**config.mk**
```make
export PLATFORM = sky130hd
export DESIGN_NAME = pcileech_board_ctl_flat
export DESIGN_NICKNAME = d
export VERILOG_FILES = /design/src/rtl/pcileech_board_ctl_if.sv /design/src/rtl/pcileech_board_ctl.sv /design/src/flat_wrapper.sv
export SDC_FILE = /design/constraint.sdc
export NUM_CORES = 1
export LEC_CHECK = 0
export CELL_PAD_IN_SITES_DETAIL_PLACEMENT = 0
export CELL_PAD_IN_SITES_GLOBAL_PLACEMENT = 1
export CORE_MARGIN = 2
export CORE_UTILIZATION = 48
export DETAILED_ROUTE_END_ITERATION = 12
export PLACE_DENSITY_LB_ADDON = 0.15
export SKIP_CTS_REPAIR_TIMING = 1
export SLEW_MARGIN = 20
export SYNTH_ARGS = -nofsm -noshare
export SYNTH_HDL_FRONTEND = slang
export SYNTH_SLANG_ARGS = --single-unit
```
**constraint.sdc**
```tcl
create_clock -name clk -period 4.09 [get_ports clk]
set_clock_uncertainty 0.15 [all_clocks]
set_input_delay 0.409 -clock clk [delete_from_list [all_inputs] [get_ports clk]]
set_output_delay 0.409 -clock clk [all_outputs]
set_load 0.02 [all_outputs]
```
**src/rtl/pcileech_board_ctl_if.sv**
```systemverilog
// Board-pad side signal bundle for pcileech_board_ctl: buttons, LED controls
// and the status outputs handed to the rest of the PCILeech design.
interface pcileech_board_ctl_if #(
  parameter int NUM_BTN = 2,
  parameter int NUM_LED = 2
);

  logic [NUM_BTN-1:0]   btn_n;
  logic [NUM_LED-1:0]   led_act;
  logic [2*NUM_LED-1:0] led_mode;
  logic [NUM_LED-1:0]   led_invert;
  logic [63:0]          tickcount64;
  logic                 rst_out;
  logic [NUM_BTN-1:0]   btn_pressed;
  logic [NUM_BTN-1:0]   btn_long;
  logic [NUM_LED-1:0]   led_n;

  // Board / top-level side: drives pads and LED requests, observes status.
  modport master (
    output btn_n,
    output led_act,
    output led_mode,
    output led_invert,
    input  tickcount64,
    input  rst_out,
    input  btn_pressed,
    input  btn_long,
    input  led_n
  );

  // Board-control block side.
  modport slave (
    input  btn_n,
    input  led_act,
    input  led_mode,
    input  led_invert,
    output tickcount64,
    output rst_out,
    output btn_pressed,
    output btn_long,
    output led_n
  );

endinterface

```
**src/rtl/pcileech_board_ctl.sv**
```systemverilog
// Board-control block shared by the PCILeech top modules: free-running tick
// counter, stretched system reset, per-button synchronise/debounce/long-press
// detection and per-LED mode driver with activity stretching and a power-on
// blink overlay on LED 0.
module pcileech_board_ctl #(
  parameter int NUM_BTN          = 2,
  parameter int NUM_LED          = 2,
  parameter int RST_BTN          = 1,
  parameter int DEBOUNCE_CYCLES  = 1000000,
  parameter int LONGPRESS_CYCLES = 500000000,
  parameter int RST_HOLD_CYCLES  = 64,
  parameter int ACT_STRETCH_LOG2 = 22,
  parameter int BLINK_BIT        = 24,
  parameter int PWRON_WIN_BIT    = 27
) (
  input  logic                  clk,
  input  logic                  rst,
  pcileech_board_ctl_if.slave   bus
);

  localparam int DB_W  = $clog2(DEBOUNCE_CYCLES);
  localparam int LP_W  = $clog2(LONGPRESS_CYCLES + 1);
  localparam int ACT_W = ACT_STRETCH_LOG2;

  localparam logic [DB_W-1:0]  DB_LAST  = DB_W'(DEBOUNCE_CYCLES - 1);
  localparam logic [LP_W-1:0]  LP_MAX   = LP_W'(LONGPRESS_CYCLES);
  localparam logic [LP_W-1:0]  LP_PRE   = LP_W'(LONGPRESS_CYCLES - 1);
  localparam logic [63:0]      HOLD_LIM = 64'(RST_HOLD_CYCLES);

  // Button synchroniser, debounce and long-press state.
  logic [NUM_BTN-1:0] sync1_q;
  logic [NUM_BTN-1:0] sync2_q;
  logic [DB_W-1:0]    db_cnt_q [NUM_BTN];
  logic [DB_W-1:0]    db_cnt_d [NUM_BTN];
  logic [NUM_BTN-1:0] pressed_q;
  logic [NUM_BTN-1:0] pressed_d;
  logic [LP_W-1:0]    lp_cnt_q [NUM_BTN];
  logic [LP_W-1:0]    lp_cnt_d [NUM_BTN];
  logic [NUM_BTN-1:0] long_q;
  logic [NUM_BTN-1:0] long_d;

  // Tick counter and reset stretcher.
  logic [63:0]        tick_q;
  logic [63:0]        tick_d;
  logic               rst_out_q;
  logic               rst_out_d;

  // LED activity stretch and mode pipeline.
  logic [ACT_W-1:0]   act_cnt_q [NUM_LED];
  logic [ACT_W-1:0]   act_cnt_d [NUM_LED];
  logic [NUM_LED-1:0] act_on;
  logic [NUM_LED-1:0] on_q;
  logic [NUM_LED-1:0] on_d;
  logic [NUM_LED-1:0] inv_q;
  logic               pwron_q;
  logic               pwron_d;
  logic [NUM_LED-1:0] pwron_mask;

  // Two-flop synchroniser per button; released (1) out of reset.
  always_ff @(posedge clk) begin
    if (rst) begin
      sync1_q <= '1;
      sync2_q <= '1;
    end else begin
      sync1_q <= bus.btn_n;
      sync2_q <= sync1_q;
    end
  end

  // Debounce: count consecutive samples that disagree with the accepted
  // level; flip the level once DEBOUNCE_CYCLES disagreeing samples are seen.
  always_comb begin
    pressed_d = pressed_q;
    for (int b = 0; b < NUM_BTN; b++) begin
      db_cnt_d[b] = '0;
      // Synced sample is active-low: equal to pressed_q means it disagrees.
      if (sync2_q[b] == pressed_q[b]) begin
        if (db_cnt_q[b] == DB_LAST) begin
          pressed_d[b] = ~pressed_q[b];
        end else begin
          db_cnt_d[b] = db_cnt_q[b] + 1'b1;
        end
      end
    end
  end

  // Long press: saturating hold counter, single pulse when it hits the limit.
  always_comb begin
    long_d = '0;
    for (int b = 0; b < NUM_BTN; b++) begin
      lp_cnt_d[b] = '0;
      if (pressed_q[b]) begin
        if (lp_cnt_q[b] != LP_MAX) begin
          lp_cnt_d[b] = lp_cnt_q[b] + 1'b1;
          long_d[b]   = (lp_cnt_q[b] == LP_PRE);
        end else begin
          lp_cnt_d[b] = lp_cnt_q[b];
        end
      end
    end
  end

  // Button state registers.
  always_ff @(posedge clk) begin
    if (rst) begin
      pressed_q <= '0;
      long_q    <= '0;
      for (int b = 0; b < NUM_BTN; b++) begin
        db_cnt_q[b] <= '0;
        lp_cnt_q[b] <= '0;
      end
    end else begin
      pressed_q <= pressed_d;
      long_q    <= long_d;
      for (int b = 0; b < NUM_BTN; b++) begin
        db_cnt_q[b] <= db_cnt_d[b];
        lp_cnt_q[b] <= lp_cnt_d[b];
      end
    end
  end

  // Tick counter held at zero by the reset button; reset output stays high
  // until the counter has run RST_HOLD_CYCLES past its restart.
  always_comb begin
    tick_d    = pressed_q[RST_BTN] ? 64'd0 : tick_q + 64'd1;
    rst_out_d = pressed_q[RST_BTN] | (tick_q < HOLD_LIM);
  end

  // Tick counter and stretched reset registers.
  always_ff @(posedge clk) begin
    if (rst) begin
      tick_q    <= '0;
      rst_out_q <= 1'b1;
    end else begin
      tick_q    <= tick_d;
      rst_out_q <= rst_out_d;
    end
  end

  // Activity stretch: a strobe (re)loads the counter, which then drains to 0.
  always_comb begin
    for (int l = 0; l < NUM_LED; l++) begin
      act_on[l] = bus.led_act[l] | (act_cnt_q[l] != '0);
      if (bus.led_act[l]) begin
        act_cnt_d[l] = '1;
      end else if (act_cnt_q[l] != '0) begin
        act_cnt_d[l] = act_cnt_q[l] - 1'b1;
      end else begin
        act_cnt_d[l] = '0;
      end
    end
  end

  // LED mode select and power-on blink window (LED 0 only).
  always_comb begin
    for (int l = 0; l < NUM_LED; l++) begin
      case (bus.led_mode[2*l +: 2])
        2'b00:   on_d[l] = 1'b0;
        2'b01:   on_d[l] = 1'b1;
        2'b10:   on_d[l] = act_on[l];
        default: on_d[l] = tick_q[BLINK_BIT];
      endcase
    end
    pwron_d = (tick_q[63:PWRON_WIN_BIT] == '0) & tick_q[BLINK_BIT];
  end

  // LED pipeline registers; all-zero state drives every LED dark.
  always_ff @(posedge clk) begin
    if (rst) begin
      on_q    <= '0;
      inv_q   <= '0;
      pwron_q <= 1'b0;
      for (int l = 0; l < NUM_LED; l++) begin
        act_cnt_q[l] <= '0;
      end
    end else begin
      on_q    <= on_d;
      inv_q   <= bus.led_invert;
      pwron_q <= pwron_d;
      for (int l = 0; l < NUM_LED; l++) begin
        act_cnt_q[l] <= act_cnt_d[l];
      end
    end
  end

  // Active-low pad drive; power-on blink overlays LED 0 only.
  always_comb begin
    pwron_mask    = '0;
    pwron_mask[0] = pwron_q;
  end

  assign bus.led_n       = ~(on_q ^ inv_q ^ pwron_mask);
  assign bus.tickcount64 = tick_q;
  assign bus.rst_out     = rst_out_q;
  assign bus.btn_pressed = pressed_q;
  assign bus.btn_long    = long_q;

endmodule
```
**src/flat_wrapper.sv**
```systemverilog
// flat-port wrapper written by rule: the top's interface ports become plain ports
module pcileech_board_ctl_flat 
#(
  parameter int NUM_BTN          = 2,
  parameter int NUM_LED          = 2,
  parameter int RST_BTN          = 1,
  parameter int DEBOUNCE_CYCLES  = 1000000,
  parameter int LONGPRESS_CYCLES = 500000000,
  parameter int RST_HOLD_CYCLES  = 64,
  parameter int ACT_STRETCH_LOG2 = 22,
  parameter int BLINK_BIT        = 24,
  parameter int PWRON_WIN_BIT    = 27
)
  (clk, rst, bus_btn_n, bus_led_act, bus_led_mode, bus_led_invert, bus_tickcount64, bus_rst_out, bus_btn_pressed, bus_btn_long, bus_led_n);
  pcileech_board_ctl_if #(.NUM_BTN(NUM_BTN), .NUM_LED(NUM_LED)) bus_i ();
  input  logic clk;
  input  logic rst;
  input wire logic [$bits(bus_i.btn_n)-1:0] bus_btn_n;
  input wire logic [$bits(bus_i.led_act)-1:0] bus_led_act;
  input wire logic [$bits(bus_i.led_mode)-1:0] bus_led_mode;
  input wire logic [$bits(bus_i.led_invert)-1:0] bus_led_invert;
  output wire logic [$bits(bus_i.tickcount64)-1:0] bus_tickcount64;
  output wire logic [$bits(bus_i.rst_out)-1:0] bus_rst_out;
  output wire logic [$bits(bus_i.btn_pressed)-1:0] bus_btn_pressed;
  output wire logic [$bits(bus_i.btn_long)-1:0] bus_btn_long;
  output wire logic [$bits(bus_i.led_n)-1:0] bus_led_n;
  assign bus_i.btn_n = bus_btn_n;
  assign bus_i.led_act = bus_led_act;
  assign bus_i.led_mode = bus_led_mode;
  assign bus_i.led_invert = bus_led_invert;
  assign bus_tickcount64 = bus_i.tickcount64;
  assign bus_rst_out = bus_i.rst_out;
  assign bus_btn_pressed = bus_i.btn_pressed;
  assign bus_btn_long = bus_i.btn_long;
  assign bus_led_n = bus_i.led_n;
  pcileech_board_ctl #(.NUM_BTN(NUM_BTN), .NUM_LED(NUM_LED), .RST_BTN(RST_BTN), .DEBOUNCE_CYCLES(DEBOUNCE_CYCLES), .LONGPRESS_CYCLES(LONGPRESS_CYCLES), .RST_HOLD_CYCLES(RST_HOLD_CYCLES), .ACT_STRETCH_LOG2(ACT_STRETCH_LOG2), .BLINK_BIT(BLINK_BIT), .PWRON_WIN_BIT(PWRON_WIN_BIT)) u_core (.clk(clk), .rst(rst), .bus(bus_i));
endmodule
```
==> reports/results.txt <==
GPL Wtd Cong - 0.7654
TritonCTS clock tree - built
vias in the first global route - 7848
Worst path max stage delay - 690 ps
Avg Cell Area, Syn - 8.614 sq um
setup tns final - 0 ps
Final period util - 67.09%
Final setup viols - 0
Setup CP Type - reg2reg
maxcap violations - 0
Hold Path Class - reg2reg
Multi-input gate area - 5256 sq um
first-pass GRT wire length - 37470 um
DR iter-0 viols - 455
fmax - 0.3644 GHz
Worst Tran Pin Value - 992.8 ps
Synth Net Count - 1175
CTS H-tree depth - 1
Layout area overhead - 18.73%
antenna violations before repair - 0
crit-path cells - inv_1 > ha_1 > or4b_2 > nor3_2 > and2_1 > a21o_1 > o31ai_1
minimum clock period - 2744 ps
CTS clk-pin slew, worst paths - 60 ps
layout cells sized above 1 - 5.868%
Top Family by Delay on Critical Path - simple AND/OR/NAND/NOR gates
sequential cell area - 4404 sq um
Detailed Routing Iterations Pass 1 - 4
Post-Synthesis Cells - 1154
post-synthesis register bit count - 220
cell taking the most area after synthesis - dfxtp_1
Most used DFF post-synth - dfxtp_1
unrepaired setup endpoints after global routing - no
die height - 147.9 um
DR DRC count - 0
area of the die - 21880 sq um
CTS Sinks - 220
final hold vios - 0
Netlist cell types - 55
Clock Path Buffers - 3
nets - 1247
most common cell after layout, fill and taps aside - dfxtp_1
GRT Resource Usage Total - 20.06%
run status - complete, no violations
worst path bufs/invs - 1
slew margin rel. - 33.65%
fillers - 1882
Die Width - 147.9 um
mapped cell area - 9941 sq um
antenna viol nets, final - 0
Final Max Tran Viols - 0
worst vdd ir - 0.0003104 V
I/O pins - 83
largest cells by area after synthesis - dfxtp_1 (44%), xor2_1 (8.7%), nor2_1 (6.2%)
sequential area share after synthesis - 44.30%
GRT overflow - 0
PwrDens - 393.3 nW/um^2
Port Buffers - 82
wire length per cell - 14.37 um
Leak Pwr - 3.894 nW
commonest non-fill, non-tap cells in the layout - dfxtp_1 (220), nor2_1 (165), xor2_1 (99)
Critical-path top delay cell - or4b_2
Design Power - 4.642 mW
clock tree root driver cell - clkbuf_16
core area - 20300 sq um
Detail Placement HPWL - 14690 um
FFs w/ async S/R, synth - 0%
vias - 8224
Worst Path Max Fanout - 18
CTS buffer count - 24
worst-skew pair later-pin latency - 510 ps
FP Rows - 52
Syn. warnings - 0
largest net degree at the start of global routing - 62
Crit path required time - 4320 ps
Antenna diodes - 0
Initial Util - 48.97%
number of enable flip-flop cells after synthesis - 0
Worst EP arrival - 2970 ps
vias per cell - 5.432
top-area cell type share of the netlist area - 44.30%
Critical Path Source Type - flop
CP Capture Type - flop
final wirelength - 21760 um
[sequential cells by signal, summed over array words and instances (netlist names)]
signal,cells
u_core.lp_cnt_q,58
u_core.db_cnt_q,40
u_core.bus.tickcount64,64
u_core.bus.btn_long,2
u_core.bus.btn_pressed,2
u_core.sync2_q,2
u_core.act_cnt_q,44
u_core.pwron_q,1
u_core.inv_q,2
u_core.bus.rst_out,1
u_core.on_q,2
u_core.sync1_q,2
[report_power, final]
| group | internal [mW] | switching [mW] | total [mW] |
|---|---|---|---|
| sequential | 2.19 | 0.0386 | 2.22 |
| combinational | 0.0726 | 0.0904 | 0.163 |
| clock | 1.39 | 0.860 | 2.25 |
[final timing paths]
| check | from | end | slack (ps) | depth (start not counted) |
|---|---|---|---|---|
| max reg2reg | u_core.act_cnt_q[0][22] | u_core.on_q[1] | 1350 | 7 |
| max | u_core.act_cnt_q[0][22] | u_core.on_q[1] | 1350 | 7 |
| min reg2reg | u_core.sync1_q[1] | u_core.sync2_q[1] | 260 | 1 |
| min | u_core.sync1_q[1] | u_core.sync2_q[1] | 260 | 1 |
[metal layers]
layer,GRT usage [%],vias up,part of all wire (%)
met2,33.19,115,46
met5,0,-,0
met4,4.714,0,1.5
met3,3.179,25,3.7
li1,-,4250,-
met1,27.65,3834,49
[cells in the mapped netlist (all sizes together), types with 3 or more instances]
master and count:
nand3 60, clkbuf 35, a21oi 70, and3 26
or3 33, o21ai 26, nor2 166, dfxtp 220
inv 29, o31ai 10, o21a 4, nand4 68
or4 18, a31o 6, a211oi 4, and4b 3
xor2 99, nor2b 3, and4 10, nor4 37
nor3 36, nand2b 5, and2 6, nand2 72
nor3b 3, buf 5, xnor2 53, or2 8
a31oi 8, ha 9, nor4b 5
[layout make-up]
cell class,instances,share of cell area [%]
multi-input combinational,864,44.54
tap,270,2.862
clock inverter,11,1.145
sequential,220,37.32
clock buffer,33,5.979
timing repair buffer,86,7.209
inverter,30,0.9541
[cells by family (layout without fill, tap and decap cells)]
logic type	Yosys count	in the layout	share of synthesized area, %
DFF	220	220	44.30
buffers and inverters	70	160	2.819
AOI/OAI and AO/OA	134	134	7.716
xor gates and xnor gates	152	152	13.39
muxes	2	2	0.2014
and+or+nand+nor	567	567	30.43
adders and majority gates	9	9	1.133
[metrics by stage]
step	util, %	cell area, sq um	std cells	hold slack [ps]	setup WS (ps)
3_3_place_gp	54.00	10960	1470	243.8	1422
6_report	58.14	11800	1514	261.9	1346
5_1_grt	58.14	11800	1514	277.9	1153
4_1_cts	58.14	11800	1514	260.9	1348
3_5_place_dp	54.00	10960	1470	243.4	1359
2_1_floorplan	-	9941	1154	239.5	1727
[worst reg2reg max path: stages (launching register included)]
cell and delay [ps]:
dfxtp_1 330, inv_1 60, ha_1 190, or4b_2 690, nor3_2 260, and2_1 310
a21o_1 520, o31ai_1 110
Note: power is estimated with default switching activity, not from simulation.
